===== src/rtl/uart_rx_byte.sv =====
// 8N1 serial byte receiver feeding the program-RAM loader over valid/ready.
// Synchronised, majority-voted sampling with false-start, framing and overrun detection.
module uart_rx_byte #(
  parameter int unsigned DELAY = 234
) (
  input  logic       clk,
  input  logic       reset,
  input  logic       rx,
  input  logic       data_ready,
  input  logic       clr_err,
  output logic [7:0] data_out,
  output logic       data_valid,
  output logic       frame_err,
  output logic       overrun,
  output logic       busy
);

  localparam int unsigned HALF = DELAY / 2;
  localparam int unsigned CW   = $clog2(DELAY);
  localparam logic [CW-1:0] HALF_END  = CW'(HALF - 1);
  localparam logic [CW-1:0] DELAY_END = CW'(DELAY - 1);

  typedef enum logic [2:0] {
    S_IDLE,
    S_START,
    S_DATA,
    S_STOP,
    S_BREAK
  } state_t;

  logic [1:0]    r_sync;
  logic [2:0]    r_hist;
  state_t        r_state;
  logic [CW-1:0] r_cnt;
  logic [2:0]    r_idx;
  logic [7:0]    r_shift;
  logic [7:0]    r_data;
  logic          r_valid;
  logic          r_ferr;
  logic          r_ovr;
  logic          r_busy;

  logic          w_rx_s;
  logic          w_vote;
  state_t        w_state_n;
  logic [CW-1:0] w_cnt_n;
  logic [2:0]    w_idx_n;
  logic [7:0]    w_shift_n;
  logic [7:0]    w_data_n;
  logic          w_valid_n;
  logic          w_ferr_n;
  logic          w_ovr_n;
  logic          w_busy_n;
  logic          w_good;
  logic          w_xfer;

  assign w_rx_s = r_sync[1];
  assign w_vote = (r_hist[0] & r_hist[1]) | (r_hist[0] & r_hist[2]) | (r_hist[1] & r_hist[2]);
  assign w_xfer = r_valid & data_ready;

  // Bit-timing FSM plus holding-register / handshake next-state logic.
  always_comb begin
    w_state_n = r_state;
    w_cnt_n   = r_cnt;
    w_idx_n   = r_idx;
    w_shift_n = r_shift;
    w_good    = 1'b0;
    w_ferr_n  = 1'b0;
    w_data_n  = r_data;
    w_valid_n = r_valid & ~w_xfer;
    w_ovr_n   = r_ovr & ~clr_err;

    unique case (r_state)
      S_IDLE: begin
        w_cnt_n = '0;
        if (!w_rx_s) w_state_n = S_START;
      end
      S_START: begin
        if (r_cnt == HALF_END) begin
          w_cnt_n = '0;
          w_idx_n = '0;
          w_state_n = w_vote ? S_IDLE : S_DATA;
        end else begin
          w_cnt_n = r_cnt + CW'(1);
        end
      end
      S_DATA: begin
        if (r_cnt == DELAY_END) begin
          w_cnt_n   = '0;
          w_shift_n = {w_vote, r_shift[7:1]};
          w_idx_n   = r_idx + 3'd1;
          if (r_idx == 3'd7) w_state_n = S_STOP;
        end else begin
          w_cnt_n = r_cnt + CW'(1);
        end
      end
      S_STOP: begin
        if (r_cnt == DELAY_END) begin
          w_cnt_n = '0;
          if (w_vote) begin
            w_good    = 1'b1;
            w_state_n = S_IDLE;
          end else begin
            w_ferr_n  = 1'b1;
            w_state_n = S_BREAK;
          end
        end else begin
          w_cnt_n = r_cnt + CW'(1);
        end
      end
      S_BREAK: begin
        w_cnt_n = '0;
        if (w_rx_s) w_state_n = S_IDLE;
      end
      default: begin
        w_cnt_n   = '0;
        w_state_n = S_IDLE;
      end
    endcase

    // A new byte may replace one being consumed this cycle; otherwise it is dropped.
    if (w_good) begin
      if (!r_valid || w_xfer) begin
        w_data_n  = r_shift;
        w_valid_n = 1'b1;
      end else begin
        w_ovr_n = 1'b1;
      end
    end

    w_busy_n = (w_state_n != S_IDLE);
  end

  always_ff @(posedge clk) begin
    if (!reset) begin
      r_sync  <= 2'b11;
      r_hist  <= 3'b111;
      r_state <= S_IDLE;
      r_cnt   <= '0;
      r_idx   <= '0;
      r_shift <= '0;
      r_data  <= '0;
      r_valid <= 1'b0;
      r_ferr  <= 1'b0;
      r_ovr   <= 1'b0;
      r_busy  <= 1'b0;
    end else begin
      r_sync  <= {r_sync[0], rx};
      r_hist  <= {r_hist[1:0], w_rx_s};
      r_state <= w_state_n;
      r_cnt   <= w_cnt_n;
      r_idx   <= w_idx_n;
      r_shift <= w_shift_n;
      r_data  <= w_data_n;
      r_valid <= w_valid_n;
      r_ferr  <= w_ferr_n;
      r_ovr   <= w_ovr_n;
      r_busy  <= w_busy_n;
    end
  end

  assign data_out   = r_data;
  assign data_valid = r_valid;
  assign frame_err  = r_ferr;
  assign overrun    = r_ovr;
  assign busy       = r_busy;

endmodule


===== config.mk =====
export PLATFORM = sky130hd
export DESIGN_NAME = uart_rx_byte
export DESIGN_NICKNAME = d
export VERILOG_FILES = /design/src/rtl/uart_rx_byte.sv
export SDC_FILE = /design/constraint.sdc
export NUM_CORES = 1
export LEC_CHECK = 0
export ABC_AREA = 1
export CAP_MARGIN = 0
export CORE_UTILIZATION = 50
export CTS_CLUSTER_DIAMETER = 80
export CTS_CLUSTER_SIZE = 14
export DETAILED_ROUTE_END_ITERATION = 8
export HOLD_SLACK_MARGIN = 0.03
export PLACE_DENSITY = 0.8
export SETUP_SLACK_MARGIN = 0.15
export SYNTH_ARGS = -nofsm -noshare
export SYNTH_HDL_FRONTEND = slang
export SYNTH_SLANG_ARGS = --single-unit
export TNS_END_PERCENT = 10

===== constraint.sdc =====
create_clock -name clk -period 1.5 [get_ports clk]
set_clock_uncertainty 0.1 [all_clocks]
set_input_delay 0.15 -clock clk [delete_from_list [all_inputs] [get_ports clk]]
set_output_delay 0.15 -clock clk [all_outputs]
set_load 0.01 [all_outputs]

; ---- Yosys cells after proc, flatten, opt, wreduce, memory -nomap -nowiden
; Index checks and enable logic that the tools add are counted.
[classes]
add_sub_neg = 2
mul = 0
div = 0
magnitude_cmp = 0
n_eq_ne = 9
shifts = 0
n_mux = 23
n_bitwise = 10
n_reduce_logical = 10
[op_table]
columns = op, n
row1 = 2-to-1 mux 3 bit, 9
row2 = 2-to-1 mux 8 bit, 2
row3 = one-hot mux 8 bit (2 select lines), 1
row4 = one-hot mux 3 bit (5 select lines), 1
row5 = adder 8 x 1 -> 8 bit (second input constant), 1
row6 = equality test 8 x 7 -> 1 bit (second input constant), 1
row7 = equality test 8 bit (second input constant), 1
row8 = 2-to-1 mux 1 bit, 8
row9 = bitwise AND 1 bit, 6
row10 = equality test 3 x 2 -> 1 bit (second input constant), 2
row11 = equality test 3 bit (second input constant), 2
row12 = one-hot mux 3 bit (2 select lines), 1
row13 = AND reduction 3 bit, 2
row14 = inequality test 2 bit (second input constant), 2
row15 = AND reduction 2 bit, 2
row16 = adder 3 x 1 -> 3 bit (second input constant), 1
row17 = equality test 3 x 1 -> 1 bit (second input constant), 1
row18 = zero test 3 bit, 1
row19 = nonzero test 3 bit, 1
row20 = 2-to-1 mux 2 bit, 1
row21 = NOT 1 bit, 2
row22 = bitwise OR 1 bit, 2
row23 = nonzero test 2 bit, 1
row24 = OR reduction 2 bit, 1
row25 = other kinds (2), 2
[word_totals]
reg_bits = 39
latch_bits = 0
ramBits = 0
romBits = 0
in_bits = 5
out_inout_bits = 12
wordCells = 65
memories = 0

; ---- Logic depth before layout (Yosys ltp)
[depth]
ltp_word = 7
ltp_mapped = 11
ltp_nobuf = 10

; ---- Least setup slack after synthesis
; OpenSTA, ideal clock, no wires.
[synth_timing]
path_kind = register to register
from = register r_cnt[0]
to = register r_data[1], in the netlist data_out[1]
setup_time_ps = 113
arrival_time_ps = 1273
t_required_ps = 1287
setup_slack_ps = 14
path_stages_with_launch = 10
n_path_buf = 1
synth_period_minus_slack_ps = 1486
path_cell_list = dfxtp_1 > ha_1 > nand2_1 > nor2_4 > nand2_2 > nor2_4 > nand3_4 > buf_6 > o21ai_1 > nor2_1
[synth_via]
elab_chain_len = 4
[synth_lines]
columns = item, line
row1 = start: declaration, 34  ; logic [CW-1:0] r_cnt;
row2 = start signal: assignment, 151  ; r_cnt <= w_cnt_n;
row3 = equality test 8 bit, 98  ; if (r_cnt == DELAY_END) begin
row4 = 2-to-1 mux 1 bit, 98
row5 = 2-to-1 mux 1 bit, 73  ; unique case (r_state)
row6 = AND reduction 2 bit (no source line), n/a
row7 = end signal: assignment, 154  ; r_data <= w_data_n;
row8 = end: declaration, 37  ; logic [7:0] r_data;
; No other way between the ends.
; A chain may end at the register's enable or synchronous reset.

; ---- Worst setup path in the final report
[layout_timing]
from = register r_cnt[1]
to = register r_data[6], in the netlist data_out[6]
; The elaborated chain is that of the path after synthesis.

==> metrics.txt <==
outcome finished, violations left; failing checks setup timing; WS Path Type flip-flop to flip-flop; via count 1447; minimum hold slack 269 ps; clock tree buffer depth 2; depth of the worst hold-timing path 2; cell family contributing the most delay on the critical path simple AND/OR/NAND/NOR gates; Post-Syn Nets 236; Global Route Usage Sum 0.196; min cycle time layout 1500 ps; crit path buf inv count 1; highest signal layer in the routed design met4; fraction of synthesized cell area taken by the top area cell type 0.457; core region area 3150 um2; overall power of the completed layout 1630 uW; cell accounting for the most synthesized area sky130_fd_sc_hd__dfxtp_1; Least-Margin Pin Slew 330 ps; sum of net half-perimeters after detailed placement 2250 um; max capacitance violation total 0; setup repair after global routing missed its margin true; logic depth of the worst setup path including buffers 9; fraction of the mapped netlist area in adder cells 0.0366; register bit total from synthesis 39; arrival time at the worst endpoint 1640 ps; final weighted congestion of routability-driven global placement 0.859; clk slew on worst S/H paths 120 ps; clock tree from TritonCTS built; startpoint of the worst-slack reg-to-reg timing path r_cnt[1]; number of hold violations in the final report 0; wire length of the first global-routing pass 5240 um; detailed router's first-iteration violation count 50; clock network latency to the later pin of the worst-skew pair 340 ps; proportion of synthesized area in mux cells 0; full die area 3660 um2; number of buffers created by CTS 5; cell chain of the critical path inv_2 -> ha_4 -> nand2_4 -> nor2_4 -> nand2_4 -> nor2_4 -> nand3_4 -> o21ai_2 -> nor2_1; synth unique cells 23; area growth from synthesis to final layout 26.4%; initial cell density of the core 0.542; final count of negative-setup-slack endpoints 2; final slew viol count 0; mean instance size in the synthesized netlist 7.56 um2; number of antenna violations at the first check in global routing 0; number of remaining DRC errors 0; post-synthesis instance total 226; CTS sink cnt 39; highest-delay cell along the critical path sky130_fd_sc_hd__dfxtp_2; number of antenna diodes 0; area occupied by multi-input gates 850 um2; post-synthesis compound-gate area fraction 0.108; row count 20; total global routing overflow 0; clk root buf sky130_fd_sc_hd__clkbuf_4; largest net degree at the start of global routing 22; setup ws final -3.37 ps; Total Nets Final 268; IO Port Bufs 16; headroom to the max-slew limit 0.778; leakage power figure 0.000940 uW; storage element area 788 um2; Met2 Routed Length 1580 um; capturing element type of the critical path flip-flop; worst reg2reg path depth 9; CP Data Required Time 1640 ps; leading cell types by total area after synthesis sky130_fd_sc_hd__dfxtp_1 46%, sky130_fd_sc_hd__inv_1 9.2%, sky130_fd_sc_hd__nand2_1 7.2%; fraction of the yosys area taken by sequential cells 0.457; Antenna Nets Post-Route 0; Worst Setup SP r_cnt[1]; overall die height 60.5 um; power density relative to cell area 756 nW/um2; classification of the worst-slack hold path input pin to flip-flop; maximum operating frequency 0.665 GHz; startpoint of the lowest-slack hold path rx; Synth warnings 0; number of detailed-routing iterations run before antenna repair 4; via count of the first global-routing pass 1208; metal3 WL 110 um; xor and xnor fraction of the mapped netlist area 0.0307; startpoint kind of the worst setup timing path flip-flop; post-route clock period utilization 1.00; detailed-route wire length on metal 1 1500 um; drt via density 4.78; share of cells above drive strength 1 0.224; Die Width 60.5 um; WL per Instance 10.7 um; dominant combinational cell family by area after synthesis simple AND/OR/NAND/NOR gates; Crit Path Max Fanout 8; combined area of all synthesized cells 1710 um2; filler instances 281; number of H-tree levels 2; Largest stage delay, worst path 350 ps; ports placed on the boundary 17; Total Wirelength 3240 um; Max IR drop VDD 0.000528 V; simple-gate area share of the yosys netlist 0.259
metal layers:
metal,vias up,GRT usage
li1,764,-
met1,650,0.230
met2,26,0.342
met3,7,0.0661
met4,0,0.0519
met5,-,0
cell families (layout without fill, tap and decap cells):
group           count (synthesis)  after routing
flops                          39             39
fa+ha+maj                       5              5
simple gates                   93             94
compound gates                 36             36
xor+xnor                        6              6
buf+inv                        47             79
path summary, 6_finish.rpt:
kind | slack [ps] | endpoint
max reg2reg | -3 | data_out[6]
min reg2reg | 340 | r_sync[1]
min | 270 | r_sync[0]
max | -3 | data_out[6]
flip-flops by register name (all words and copies together), names as in the netlist, 2 cells and up:
name and count:
r_idx 3, r_hist 3, r_sync 2, r_cnt 8
r_shift 8, r_state 3, data_out 8
power breakdown:
| group | switching, uW | total, uW | internal, uW |
|---|---|---|---|
| combinational | 37.9 | 70.0 | 32.2 |
| sequential | 2.72 | 1040 | 1040 |
| clock | 339 | 520 | 181 |
| total | 379 | 1630 | 1250 |
final cells by class:
type	instances	share of cell area
tap	44	0.0255
inverter	43	0.0747
clock buffer	6	0.0191
multi-input combinational	141	0.393
clock inverter	2	0.00579
sequential	39	0.365
timing repair buffer	28	0.116
synthesized netlist by cell type:
cell type,count
sky130_fd_sc_hd__nor2_1,32
sky130_fd_sc_hd__nor3_1,2
sky130_fd_sc_hd__clkbuf_1,2
sky130_fd_sc_hd__buf_6,1
sky130_fd_sc_hd__nand2_1,33
sky130_fd_sc_hd__inv_1,42
sky130_fd_sc_hd__nor3b_1,2
sky130_fd_sc_hd__buf_2,1
sky130_fd_sc_hd__nand3_1,10
sky130_fd_sc_hd__inv_2,1
sky130_fd_sc_hd__nand4_1,2
sky130_fd_sc_hd__ha_1,5
sky130_fd_sc_hd__nand2_2,3
sky130_fd_sc_hd__or2_2,3
sky130_fd_sc_hd__a21oi_1,11
sky130_fd_sc_hd__o21ai_0,14
sky130_fd_sc_hd__o21ai_1,9
sky130_fd_sc_hd__nand3_4,1
sky130_fd_sc_hd__xnor2_1,3
sky130_fd_sc_hd__o21bai_1,2
sky130_fd_sc_hd__nor2_4,5
sky130_fd_sc_hd__xor2_1,3
sky130_fd_sc_hd__dfxtp_1,39
placed cells by master (no fill, tap or decap), drive strengths merged:
cell           synthesis  layout
clkbuf                 2       6
o21ai                 23      23
inv                   43      43
nor3b                  2       2
clkdlybuf4s50          0       4
buf                    2      12
or2                    3       3
nand3                 11      12
clkinv                 0       1
xnor2                  3       3
clkinvlp               0       1
nand4                  2       2
o21bai                 2       2
nor2                  37      37
dlygate4sd2            0      12
ha                     5       5
dfxtp                 39      39
nor3                   2       2
a21oi                 11      11
xor2                   3       3
nand2                 36      36
through the flow:
step | setup WS [ps] | TNS, ps | area, um2 | utilization | instances
final | -3.37 | -5.19 | 2160 | 0.685 | 303
after global routing | -112 | -2370 | 2160 | 0.685 | 303
after CTS | -21.0 | -74.6 | 2130 | 0.677 | 303
after detailed placement | -37.4 | -114 | 2030 | 0.642 | 293
after global placement | 24.5 | 0 | 2030 | 0.642 | 293
after floorplan | 54.9 | 0 | 1740 | - | 226
what timing repair did:
action / in CTS / in global routing
pin swaps: 12 / 9
setup buffers: 1 / 0
hold buffers: 0 / 0
gates resized for setup: 34 / 13
cloned: 1 / 0
hold endpoints to repair: 0 / 0
endpoints found under the setup margin: 42 / 34
(Power assumes the default switching activity.)
